[config.mk]
export PLATFORM = sky130hd
export DESIGN_NAME = demux_stream
export DESIGN_NICKNAME = d
export VERILOG_FILES = /design/src/rtl/demux_pkg.sv /design/src/rtl/demux_stream_slot.sv /design/src/rtl/demux_stream.sv
export SDC_FILE = /design/constraint.sdc
export NUM_CORES = 1
export LEC_CHECK = 0
export BUFFER_PORTS_ARGS = -buffer_cell sky130_fd_sc_hd__clkbuf_2
export CAP_MARGIN = 20
export CORE_ASPECT_RATIO = 1.1
export CORE_MARGIN = 1
export CORE_UTILIZATION = 55
export CTS_CLUSTER_DIAMETER = 30
export CTS_CLUSTER_SIZE = 25
export DETAILED_ROUTE_END_ITERATION = 7
export PLACE_DENSITY = 0.82
export SYNTH_ARGS = -nofsm -noshare
export SYNTH_HDL_FRONTEND = slang
export SYNTH_SLANG_ARGS = --single-unit
[constraint.sdc]
create_clock -name clk -period 10.1 [get_ports clk]
set_clock_uncertainty 0.05 [all_clocks]
set_input_delay 2.525 -clock clk [delete_from_list [all_inputs] [get_ports clk]]
set_output_delay 2.525 -clock clk [all_outputs]
set_load 0.05 [all_outputs]
[src/rtl/demux_pkg.sv]
// demux_pkg: shared constants and select-width helper for the stream demultiplexer.
package demux_pkg;

    localparam int DROP_CNT_W = 8;

    function automatic int sel_w(input int ch);
        return (ch > 2) ? $clog2(ch) : 1;
    endfunction

endpackage

[src/rtl/demux_stream_slot.sv]
// demux_stream_slot: one-entry output register; a load overrides a same-cycle drain.
module demux_stream_slot #(
    parameter int WIDTH = 8
) (
    input  logic             clk,
    input  logic             rst,
    input  logic             load,
    input  logic [WIDTH-1:0] data_in,
    input  logic             ready,
    output logic             valid,
    output logic [WIDTH-1:0] data
);

    logic             valid_d, valid_q;
    logic [WIDTH-1:0] data_d, data_q;

    always_comb begin
        valid_d = load | (valid_q & ~ready);
        data_d  = load ? data_in : data_q;
    end

    always_ff @(posedge clk or posedge rst) begin
        if (rst) begin
            valid_q <= 1'b0;
            data_q  <= '0;
        end else begin
            valid_q <= valid_d;
            data_q  <= data_d;
        end
    end

    assign valid = valid_q;
    assign data  = data_q;

endmodule

[src/rtl/demux_stream.sv]
// demux_stream: registered 1-to-CH valid/ready demultiplexer with broadcast and
// drop accounting for out-of-range selects.
module demux_stream
    import demux_pkg::*;
#(
    parameter int WIDTH = 8,
    parameter int CH    = 8,
    parameter int SEL_W = sel_w(CH)
) (
    input  logic                  clk,
    input  logic                  rst,
    input  logic                  in_valid,
    output logic                  in_ready,
    input  logic [WIDTH-1:0]      in_data,
    input  logic [SEL_W-1:0]      in_sel,
    input  logic                  in_bcast,
    output logic [CH-1:0]         out_valid,
    input  logic [CH-1:0]         out_ready,
    output logic [CH*WIDTH-1:0]   out_data,
    output logic                  err_sel,
    output logic [DROP_CNT_W-1:0] drop_cnt
);

    localparam int PAD = 1 << SEL_W;

    logic [CH-1:0]         free, load;
    logic [PAD-1:0]        free_pad;
    logic                  sel_ok, accept, err_d, err_q;
    logic [DROP_CNT_W-1:0] drop_d, drop_q;

    // Unused select codes read as free so an illegal word is always consumed.
    always_comb begin
        free     = ~out_valid | out_ready;
        free_pad = PAD'(free);
        sel_ok   = {1'b0, in_sel} < (SEL_W+1)'(CH);
        in_ready = !rst && (in_bcast ? &free : (!sel_ok || free_pad[in_sel]));
        accept   = in_valid && in_ready;
        load     = !accept ? '0 : in_bcast ? '1 : sel_ok ? CH'(1) << in_sel : '0;
        err_d    = accept && !in_bcast && !sel_ok;
        drop_d   = drop_q + DROP_CNT_W'(err_d && drop_q != '1);
    end

    always_ff @(posedge clk or posedge rst) begin
        if (rst) begin
            err_q  <= 1'b0;
            drop_q <= '0;
        end else begin
            err_q  <= err_d;
            drop_q <= drop_d;
        end
    end

    assign err_sel  = err_q;
    assign drop_cnt = drop_q;

    for (genvar k = 0; k < CH; k++) begin : g_slot
        demux_stream_slot #(.WIDTH(WIDTH)) u_slot (
            .clk     (clk),
            .rst     (rst),
            .load    (load[k]),
            .data_in (in_data),
            .ready   (out_ready[k]),
            .valid   (out_valid[k]),
            .data    (out_data[k*WIDTH +: WIDTH])
        );
    end

endmodule
# Word level (Yosys, flattened, before mapping)
# Index checks and enable logic that the tools add are counted.
[totals] mem_count=0 register_bits=72 inputBits=23 romBits=0 out_inout_bits=82 ram_bits=0 elab_cells=53 latchBits=0
[op_classes] div_mod_pow=0 n_mul=0 mux=5 bitwise_logic=26 addsub=0 magnitude_cmp=1 reduce_logical=4 n_eq_ne=0 n_shift=1
[op_table] cell="$mux W8" n=2
[op_table] cell="$and A1 B1 Y1" n=8
[op_table] cell="$not A1 Y1" n=8
[op_table] cell="$not A8 Y8" n=1
[op_table] cell="$or A1 B1 Y1" n=8
[op_table] cell="$or A8 B8 Y8" n=1
[op_table] cell="$reduce_and A8 Y1" n=1
[op_table] cell="$shl A1 B3 Y8 const A" n=1
[op_table] cell="$lt A3 B4 Y1 const B" n=1
[op_table] cell="$bmux W1 S3" n=1
[op_table] cell="$logic_and A1 B1 Y1" n=2
[op_table] cell="$mux W1" n=2
[op_table] cell="$logic_not A1 Y1" n=1

# Logic depth before layout (Yosys ltp)
# Gate-level depths: netlist of the first run.
[depth] ltp_word=9 depth_mapped=7 depth_no_buf=5

# Modules after synthesis
# From an unflattened synthesis of the first run, not the netlist that was laid out.
[hier_totals] cells_unflattened=229 area_unflattened_um2=3410.8
[modules_own_cells] mod="demux_stream_slot" cells_per_inst=21 area_each_um2=372.9 seq_area_each_um2=225.2 n_inst=8
[modules_own_cells] mod="demux_stream" cells_per_inst=61 area_each_um2=427.9 seq_area_each_um2=0.0 n_inst=1

# Least setup slack after synthesis of the first run
# OpenSTA, ideal clock, no wires.
[synth_timing] path_type="input to output" start="in rst" end="out in_ready" slack_ns=2.391 path_stages=5 arrival_ns=5.134 required_ns=7.525 path_buffers=0 path_cell_list="inv_1 -> nand3_1 -> nor3_2 -> nor3_2 -> inv_1"
[synth_between] elab_chain_cells=2
[synth_lines] element="from (decl)" line="demux_stream.sv:11" rtl="input logic rst,"
[synth_lines] element="$logic_not A1 Y1 (no line)"
[synth_lines] element="$logic_and A1 B1 Y1" line="demux_stream.sv:36" rtl="in_ready = !rst && (in_bcast ? &free : (!sel_ok || free_pad[in_sel]));"
[synth_lines] element="to (decl)" line="demux_stream.sv:13" rtl="output logic in_ready,"
# No other way between the ends.

# Worst setup path in the final report of the first run
# Same ends and word-level chain as after synthesis.

==> results of run 1 <==
## synthesized netlist by cell type (3+ instances only)
master    instances
or2_2             9
inv_1            35
buf_2             6
nand3b_1          3
o21bai_1          3
clkbuf_1          4
o21ai_0           7
mux2_2           31
o221ai_1         32
buf_4            19
dfrtp_1          72
nand2_1           7
nor2_1            5
nand2b_1         12
nand3_1          10
nand4_1          21
## how the worst max path moves through the flow
stage                     start  endpoint  depth (start not counted)
after floorplan             rst  in_ready                          5
after global placement      rst  in_ready                          8
after detailed placement    rst  in_ready                          8
after CTS                   rst  in_ready                          8
after global routing        rst  in_ready                          8
final                       rst  in_ready                          8
## logic make-up (layout without fill, tap and decap cells)
| kind of cell | after synthesis | in the layout | share of synthesized area |
|---|---|---|---|
| other | 1 | 9 | 0.00107 |
| flip-flops | 72 | 72 | 0.514 |
| buffers and inverters | 64 | 148 | 0.0910 |
| AND/OR/NAND/NOR | 80 | 80 | 0.136 |
| AO/OA/AOI/OAI | 59 | 59 | 0.155 |
| multiplexers | 32 | 32 | 0.103 |
## where the power goes
| group | internal, mW | switching [mW] |
|---|---|---|
| Clock | 0.114 | 0.110 |
| Sequential | 0.381 | 0.0521 |
| Combinational | 0.137 | 0.457 |
## state kept, by name, summed over array words and instances (netlist names)
name,cells
g_slot.u_slot.valid,8
g_slot.u_slot.data,64
## cell type report
cell class                 instances  area, um2
clock inverter                     7       71.3
fill                             505       2020
inverter                          35        131
tap                               80        100
clock buffer                       9        124
multi-input combinational        180       1420
timing repair buffer              97        490
sequential                        72       1800
## per-layer routing
metal / track usage / vias up / routed length, um
met5: 0 / - / 0
met2: 0.402 / 112 / 3840
met4: 0.153 / 0 / 206
li1: - / 1277 / -
met3: 0.0457 / 18 / 479
met1: 0.323 / 1286 / 3380
## placed cells by master, fill, tap and decap left out, types with 3 or more instances in the layout
cell | netlist | routed
clkbuf_8 | 0 | 9
o21ai_0 | 7 | 7
nand2b_1 | 12 | 12
nand2_1 | 7 | 7
dfrtp_1 | 72 | 72
inv_1 | 35 | 34
o21bai_1 | 3 | 3
clkinv_2 | 0 | 3
nor2_1 | 5 | 5
nand4_1 | 21 | 21
conb_1 | 1 | 9
nand3b_1 | 3 | 3
or2_2 | 9 | 9
o221ai_1 | 32 | 32
nand3_1 | 10 | 10
mux2_2 | 31 | 31
clkbuf_2 | 0 | 95
==> impl_results.md, run 1 <==
* Routed Wire Length at between 7000 and 8000 um
* Cells taking the most area after synthesis: dfrtp_1 (51%), mux2_2 (10%), o221ai_1 (8.0%)
* Hold_ws at between 400 and 500 ps
* Initial drt markers at between 150 and 200
* Core area at about 6200 um2
* Total gr overflow at 0
* Placed inst area at roughly 3900 um2
* Die width at around 78 um
* Hold-fix buffer count after cts at 0
* Clk Latency, worst-skew pair at 340 ps
* Largest area contributor in the netlist: dfrtp_1
* Status: finished, final reports clean
* CP max stage cell: buf_4
* Worst reg2reg path depth at 5
* Post-synthesis sequential area ratio at 0.514
* Die area at ~6700 um2
* R2R Path Start: g_slot[4].u_slot.valid
* Min-delay src: g_slot[1].u_slot.data[7]
* Vias in the first global route at 2693
* Post-synth EDFFs at 0
* ANT nets after route at 0
* CTS Buf Count at 9
* Post-DP HPWL at roughly 5700 um
* Largest net degree at the start of global routing at 74
* N_diodes at 0
* First-pass GRT wire length at between 10000 and 15000 um
* Placed cells at roughly 460
* Avg Inst Size Synth at about 11 um2
* Synth cell types at 42
* Period utilization at 0.698
* Worst slack, placed at 3000 ps
* Yosys warns at 0
* Arrival @ worst endpoint at 4470 ps
* Worst vdd ir at roughly 0.28 mV
* Worst-path clk slew at around 70 ps
* Worst-Margin Slew at 902 ps
* Setup slack after layout at 3050 ps
* TritonCTS clock tree: built
* Via/cell ratio at 5.61
* Slew HR at 0.398
* Synth Instances at about 310
* Critical path's largest stage delay at roughly 680 ps
* Final Max Tran Viols at 0
* Hold path endpoint: g_slot[1].u_slot.data[7]
* Area added between synthesis and finish at 17.9%
* Setup bufs post-CTS at 0
* Synthesized area at approximately 3500 um2
* PortBufs at between 90 and 100
* Ratio of cells with drive above 1 in the final layout at 0.423
* Initial antenna violation count at 0
* Crit Path Class: primary input to output port
* Crit path buffers/inverters at 5
* DRC at 0
* Min-delay worst type: flip-flop to flip-flop
* Total Routing Usage GR at 0.253
* CP max FO at 73
* Asr flop ratio synth at 1.00
* Sink Count at 72
* Setup violators final at 0
* Layout Cells excl Fill at between 400 and 500
* RR Endpoint: g_slot[7].u_slot.data[2]
* Reg2Reg Setup Slack at 7760 ps
* Routability cong. at 0.865
* Setup TNS at 0 ps
* Critical path, cell by cell: clkbuf_2 -> inv_2 -> buf_4 -> nand3_1 -> nor3_2 -> nor3_2 -> inv_1 -> clkbuf_2
* CTS H-Tree Depth at 3
* WP data required at 7530 ps
* Worst setup SP type: primary input
* Main flop type after synthesis: dfrtp_1
* Fmax at 142 MHz
* Post-layout util at 0.672
* Pwr Total at about 1.3 mW
* RSZ-0062 raised after global routing: false
* Initial Util at 0.570
* Worst hold stages at 1
* Clock Path Buffers at 2
* WL/cell at 16.5 um
* Synth top area share at 0.514
* Hold Fails Final Rpt at 0
* Clock root buffer master: clkbuf_8
* CP Capture Type: output port
* Die Ht at roughly 86 um
* DRT Pass-1 Iters at 4
* Rows at 30
* IO Count at ~110
* Routed vias at between 2000 and 3000
* Max Cap Viol at 0
* Seq cells post-synth at 72
* Fin crit period at around 7000 ps
* Static Leakage at around 2.0 nW
* Fin area at a little over 4000 um2
* Cell Pwr Density at between 300 and 400 nW/um2
* Resized cells post-CTS at 0
* CP top delay family: buffers and inverters
* Nets at around 420
No activity file was read; power rests on OpenSTA's default activity.
==> inputs of run 2 (changes only) <==
--- a/config.mk
+++ b/config.mk
@@ -9,11 +9,11 @@
 export CAP_MARGIN = 20
 export CORE_ASPECT_RATIO = 1.1
 export CORE_MARGIN = 1
-export CORE_UTILIZATION = 55
+export CORE_UTILIZATION = 52
 export CTS_CLUSTER_DIAMETER = 30
 export CTS_CLUSTER_SIZE = 25
 export DETAILED_ROUTE_END_ITERATION = 7
-export PLACE_DENSITY = 0.82
+export PLACE_DENSITY = 0.78
 export SYNTH_ARGS = -nofsm -noshare
 export SYNTH_HDL_FRONTEND = slang
 export SYNTH_SLANG_ARGS = --single-unit
==> constraint.sdc (replaced) <==
create_clock -name clk -period 6.8 [get_ports clk]
set_clock_uncertainty 0.05 [all_clocks]
set_input_delay 1.7 -clock clk [delete_from_list [all_inputs] [get_ports clk]]
set_output_delay 1.7 -clock clk [all_outputs]
set_load 0.05 [all_outputs]
==> run 2 against run 1 <==
Against the previous run:
- count of clock-buffer cells in the layout is the same
- highest routed layer unchanged
- routed wire length grew 0.32%
- non-clock buffer count is the same
- power grew 47%
- register-to-register slack lost 3300 ps
- global-route usage shrank 0.85 points
==> impl_results.md, run 2 (synthesis gave the netlist of run 1 again) <==
* ANT nets after route at 0
* RR Endpoint: g_slot[7].u_slot.data[1]
* Resized cells post-CTS at 0
* Worst reg2reg path depth at 5
* TritonCTS clock tree: built
* Register area at 1800 um2
* Crit. Startpoint: in_sel[1]
* Min-delay src: g_slot[3].u_slot.data[2]
* CP max FO at 15
* Routed Wire Length at ~7900 um
* Worst-Margin Slew at 887 ps
* Critical path, cell by cell: clkbuf_2 -> or3b_1 -> a21oi_1 -> and2b_1 -> nor3_2 -> inv_1 -> clkbuf_2
* Nets at around 420
* DRC at 0
* N_diodes at 0
* Max reg flops at 64
* Core area at roughly 6600 um2
* Total gr overflow at 0
* Setup bufs post-CTS at 0
* Largest net degree at the start of global routing at 73
* Status: finished, final reports clean
* Clock Path Buffers at 2
* Clock root buffer master: clkbuf_8
* Total Routing Usage GR at 0.244
* Worst-path clk slew at 80 ps
* CP Capture Type: output port
* Setup TNS at 0 ps
* Routed vias at around 2700
* Most frequent cells in the layout: clkbuf_2 (95), dfrtp_1 (72), inv_1 (34), o221ai_1 (32), mux2_2 (31)
* Worst setup SP type: primary input
* DRT Pass-1 Iters at 4
* WP data required at just over 5000 ps
* Area added between synthesis and finish at 17.7%
* CTS Buf Count at 9
* Reg2Reg Setup Slack at approximately 4500 ps
* Setup violators final at 0
* Initial antenna violation count at 0
* Footprint of the multi-input gates at 1420 um2
* Commonest non-fill, non-tap cell in the layout: clkbuf_2
* IO Count at 105
* Cell Pwr Density at between 400 and 500 nW/um2
* Arrival @ worst endpoint at between 3000 and 4000 ps
* Slew HR at 0.409
* Max Cap Viol at 0
* Pwr Total at 1.84 mW
* Hold Fails Final Rpt at 0
* Fmax at between 150 and 200 MHz
* Most frequent CP cell: clkbuf_2
* Final Max Tran Viols at 0
* RSZ-0062 raised after global routing: false
* # fillers at about 560
* Post-DP HPWL at around 5600 um
* Die Ht at slightly below 90 um
* PortBufs at 95
* Initial drt markers at 198
* Die area at around 7100 um2
* Routability cong. at 0.861
* Sink Count at a little over 70
* WL/cell at around 16 um
* Hold path endpoint: g_slot[3].u_slot.data[2]
* R2R Path Start: g_slot[4].u_slot.valid
* Rows at 31
* Fin crit period at 5380 ps
* First-pass GRT wire length at around 13000 um
* Min-delay worst type: flip-flop to flip-flop
* Vias in the first global route at roughly 2600
* Hold-fix buffer count after cts at 0
* Crit Path Class: primary input to output port
* Worst vdd ir at approximately 0.29 mV
* Initial Util at 0.535
* CTS H-Tree Depth at 3
* Worst hold stages at 1
* Clk Latency, worst-skew pair at ~350 ps
* Critical path's largest stage delay at slightly above 400 ps
* Die width at between 80 and 90 um
* Period utilization at 0.791
* CP max stage cell: and2b_1
* Via/cell ratio at roughly 5.6
* Ratio of cells with drive above 1 in the final layout at 0.423
* Static Leakage at 1.94 nW
-- run 2: changes by cell type in the layout (fill, tap and decap cells not counted) --
cell	previous run	this run
bufinv_16	1	0
clkinv_2	3	0
clkinv_4	2	0
clkinvlp_4	0	2
inv_6	1	4
inv_8	0	1
-- run 2: area by class of cell --
type,instances,area share
flip-flops and latches,72,0.436
multi-input cells,180,0.343
well taps,82,0.0249
clock buffers,9,0.0300
clock inverters,7,0.0149
inverters,35,0.0318
repair buffers,97,0.119
-- run 2: stage by stage --
stage,area [um2],std cells,worst slack (ps),hold WS [ps],util
2_1_floorplan,3540,316,741,440,-
3_3_place_gp,3940,466,1530,418,0.601
3_5_place_dp,3940,466,1450,445,0.601
4_1_cts,4130,482,1430,466,0.630
5_1_grt,4130,482,1260,478,0.630
6_report,4130,482,1420,463,0.630
-- run 2: worst max-delay path by stage --
| stage | slack, ps | to |
|---|---|---|
| 2_1_floorplan | 740 | in_ready |
| 3_3_place_gp | 1530 | in_ready |
| 3_5_place_dp | 1450 | in_ready |
| 4_1_cts | 1430 | in_ready |
| 5_1_grt | 1260 | in_ready |
| 6_report | 1420 | in_ready |
-- run 2: worst max-delay path: cells and delay by family --
family | cells | cell delay (ps)
buffers and inverters | 3 | 450
AND/OR/NAND/NOR | 3 | 1160
AO/OA/AOI/OAI | 1 | 310
-- run 2: routing by layer --
layer	vias to the layer above	routed length (um)	GRT usage
met5	-	0	0
met4	0	128	0.114
met3	14	466	0.0563
met2	103	3830	0.377
met1	1316	3510	0.329
li1	1279	-	-
-- run 2: power breakdown --
group | internal (mW) | total (mW) | switching (mW)
sequential | 0.565 | 0.640 | 0.0751
clock | 0.140 | 0.320 | 0.180
combinational | 0.203 | 0.883 | 0.679
==> inputs of run 3 (changes only) <==
--- a/config.mk
+++ b/config.mk
@@ -5,15 +5,16 @@
 export SDC_FILE = /design/constraint.sdc
 export NUM_CORES = 1
 export LEC_CHECK = 0
+export ABC_AREA = 1
 export BUFFER_PORTS_ARGS = -buffer_cell sky130_fd_sc_hd__clkbuf_2
 export CAP_MARGIN = 20
 export CORE_ASPECT_RATIO = 1.1
 export CORE_MARGIN = 1
-export CORE_UTILIZATION = 52
+export CORE_UTILIZATION = 45
 export CTS_CLUSTER_DIAMETER = 30
 export CTS_CLUSTER_SIZE = 25
 export DETAILED_ROUTE_END_ITERATION = 7
-export PLACE_DENSITY = 0.78
+export PLACE_DENSITY = 0.74
 export SYNTH_ARGS = -nofsm -noshare
 export SYNTH_HDL_FRONTEND = slang
 export SYNTH_SLANG_ARGS = --single-unit
==> constraint.sdc (replaced) <==
create_clock -name clk -period 4.49 [get_ports clk]
set_clock_uncertainty 0.05 [all_clocks]
set_input_delay 1.1225 -clock clk [delete_from_list [all_inputs] [get_ports clk]]
set_output_delay 1.1225 -clock clk [all_outputs]
set_load 0.05 [all_outputs]
==> run 3 against run 2 <==
Against the previous run:
- register-to-register slack lost 2000 ps
- critical path type unchanged
- core utilization fell by 5.9 points
- final area shrank 8.3%
- first-iteration DRC count is 10% lower
- synthesized cell count up 25%
- largest power group unchanged
- largest cell class unchanged
- hold slack got worse by 32 ps
==> impl_results.md, run 3 <==
* Placed cells at 544
* IO Count at roughly 110
* Hold Fails Final Rpt at 0
* Top-count cell post-synth: nand2_1
* CP max FO at 10
* Layout Cells excl Fill at 561
* Routed Wire Length at slightly below 8000 um
* Yosys warns at 0
* RSZ-0062 raised after global routing: false
* Setup bufs post-CTS at 0
* Worst hold stages at 2
* Post-synth EDFFs at 0
* WP data required at roughly 3300 ps
* Asr flop ratio synth at 1.00
* Commonest non-fill, non-tap cell in the layout: nand2_1
* Clk Latency, worst-skew pair at between 300 and 400 ps
* Worst vdd ir at roughly 0.37 mV
* Post-synthesis sequential area ratio at 0.581
* Sink Count at around 70
* Synth Instances at 385
* Initial drt markers at 178
* Final Max Tran Viols at 0
* Min-delay worst type: flip-flop to flip-flop
* CTS Buf Count at 9
* Resized cells post-CTS at 0
* Critical path's largest stage delay at roughly 320 ps
* Setup slack after layout at about 800 ps
* Max Cap Viol at 0
* Static Leakage at around 2.3 nW
* ANT nets after route at 0
* Initial Util at 0.467
* Main flop type after synthesis: dfrtp_1
* Hold path endpoint: g_slot[1].u_slot.data[0]
* Most frequent cells after synthesis: nand2_1 (219), dfrtp_1 (72), inv_1 (22), nor2_1 (20), buf_4 (18)
* Area share of fa/ha/maj cells after synthesis at 0
* Synth top area share at 0.581
* Cells taking the most area after synthesis: dfrtp_1 (58%), nand2_1 (27%), buf_4 (4.4%)
* Max reg flops at 64
* Worst-path clk slew at 70 ps
* R2R Path Start: g_slot[1].u_slot.valid
* Largest net degree at the start of global routing at 53
* Core area at roughly 6600 um2
* Post-Synth Simple-Gate Area at 0.320
* Avg Inst Size Synth at a little over 8 um2
* Die Ht at 89.0 um
* Seq cells post-synth at a little over 70
* Status: finished, final reports clean
* Total gr overflow at 0
* First-pass GRT wire length at approximately 12000 um
* Min-delay src: g_slot[1].u_slot.data[0]
* Clock root buffer master: clkbuf_8
* Largest area contributor in the netlist: dfrtp_1
* Clock Path Buffers at 2
* Vias in the first global route at 2417
* Worst slack, placed at 829 ps
* Most frequent CP cell: nand2_1
* Critical path, cell by cell: clkbuf_2 -> nor2_1 -> nand3_1 -> nand2_1 -> nor2_1 -> nand2_1 -> nand3_1 -> nand2_1 -> inv_1 -> clkbuf_2
* Synth cell types at 13
* Setup TNS at 0 ps
* Worst reg2reg path depth at 9
* Most frequent cells in the layout: nand2_1 (219), clkbuf_2 (95), dfrtp_1 (72), inv_1 (21), nor2_1 (20)
* DRC at 0
* CTS H-Tree Depth at 3
* Total Routing Usage GR at 0.228
* Nets at ~500
* Rows at 31
* Arrival @ worst endpoint at between 2000 and 3000 ps
* Routed vias at roughly 2700
* RR Endpoint: g_slot[0].u_slot.data[5]
* Period utilization at 0.827
* Post-Synth XOR/XNOR Area at 0
* Die width at slightly above 80 um
* Fin crit period at between 3000 and 4000 ps
* CP Capture Type: output port
* N_diodes at 0
* Slew HR at 0.602
* Hold-fix buffer count after cts at 0
* TritonCTS clock tree: built
* WL/cell at 13.9 um
* Post-layout util at 0.571
* CP max stage cell: nand3_1
* Worst setup SP type: primary input
* Via/cell ratio at between 4 and 5
* DRT Pass-1 Iters at 4
* Crit Path Class: primary input to output port
* Post-DP HPWL at between 5000 and 6000 um
* Initial antenna violation count at 0
* PortBufs at 95
* Die area at between 7000 and 8000 um2
* Synthesized area at slightly above 3000 um2
* Complex-gate fraction of the synthesized area at 0.0145
* Routability cong. at slightly above 0.9
* Cell Pwr Density at 660 nW/um2
* Main combinational cell family by area after synthesis: simple AND/OR/NAND/NOR gates
* Fmax at roughly 270 MHz
* Mux contribution to synthesized area at 0
* Ratio of cells with drive above 1 in the final layout at 0.242
* Setup violators final at 0
* Reg2Reg Setup Slack at between 2000 and 2500 ps
* Area added between synthesis and finish at 22.2%
* Worst-Margin Slew at just under 600 ps
==> run 3: cell count changes after synthesis, sizes merged, moves of 13 or more <==
cell,before,now
nand2,8,219
inv,35,22
mux2,32,0
o221ai,32,0
nor2,6,20
==> run 3: cell type report <==
class                   count  area [um2]
inverters                  22        82.6
clock buffers               9         124
repair buffers             98         510
clock inverters             7        95.1
well taps                  82         103
fillers                   626        2850
multi-input cells         271        1070
flip-flops and latches     72        1800
==> run 3: how the worst max path moves through the flow <==
stage / from / end / slack (ps) / depth (start not counted)
6_report: in_sel[0] / in_ready / 780 / 10
4_1_cts: in_sel[0] / in_ready / 830 / 10
2_1_floorplan: out_ready[3] / in_ready / 1240 / 9
3_5_place_dp: in_sel[0] / in_ready / 830 / 10
5_1_grt: in_sel[0] / in_ready / 590 / 10
3_3_place_gp: in_sel[0] / in_ready / 900 / 10
==> run 3: layer usage <==
| metal | vias up | share of wire | GRT usage |
|---|---|---|---|
| li1 | 1315 | - | - |
| met1 | 1290 | 0.44 | 0.315 |
| met2 | 110 | 0.47 | 0.345 |
| met3 | 9 | 0.071 | 0.0561 |
| met4 | 0 | 0.013 | 0.0990 |
| met5 | - | 0 | 0 |
==> run 3: kinds of logic (layout without fill, tap and decap cells) <==
family                 Yosys count  count (layout)
flip-flops                      72              72
buffers and inverters           50             136
other                            1               9
AND/OR/NAND/NOR                253             253
AO/OA/AOI/OAI                    9               9
==> run 3: worst max-delay path, delay by kind of cell <==
kind                   cells  cell delay [ps]
buffers and inverters      3              410
AND/OR/NAND/NOR            7             1010
==> run 3: per-stage QoR <==
step / hold WS [ps] / total power [mW] / area [um2]
2_1_floorplan: 437 / 1.72 / 3130
3_3_place_gp: 412 / 1.94 / 3550
3_5_place_dp: 415 / 1.95 / 3550
4_1_cts: 435 / 2.51 / 3770
5_1_grt: 456 / 2.62 / 3790
6_report: 430 / 2.50 / 3790
==> run 3: power by group <==
group          leakage, nW  total [mW]  internal [mW]  switching (mW)
Clock                0.110       0.559          0.313           0.245
Combinational         1.29        1.03          0.197           0.829
Sequential           0.907       0.913          0.812           0.101
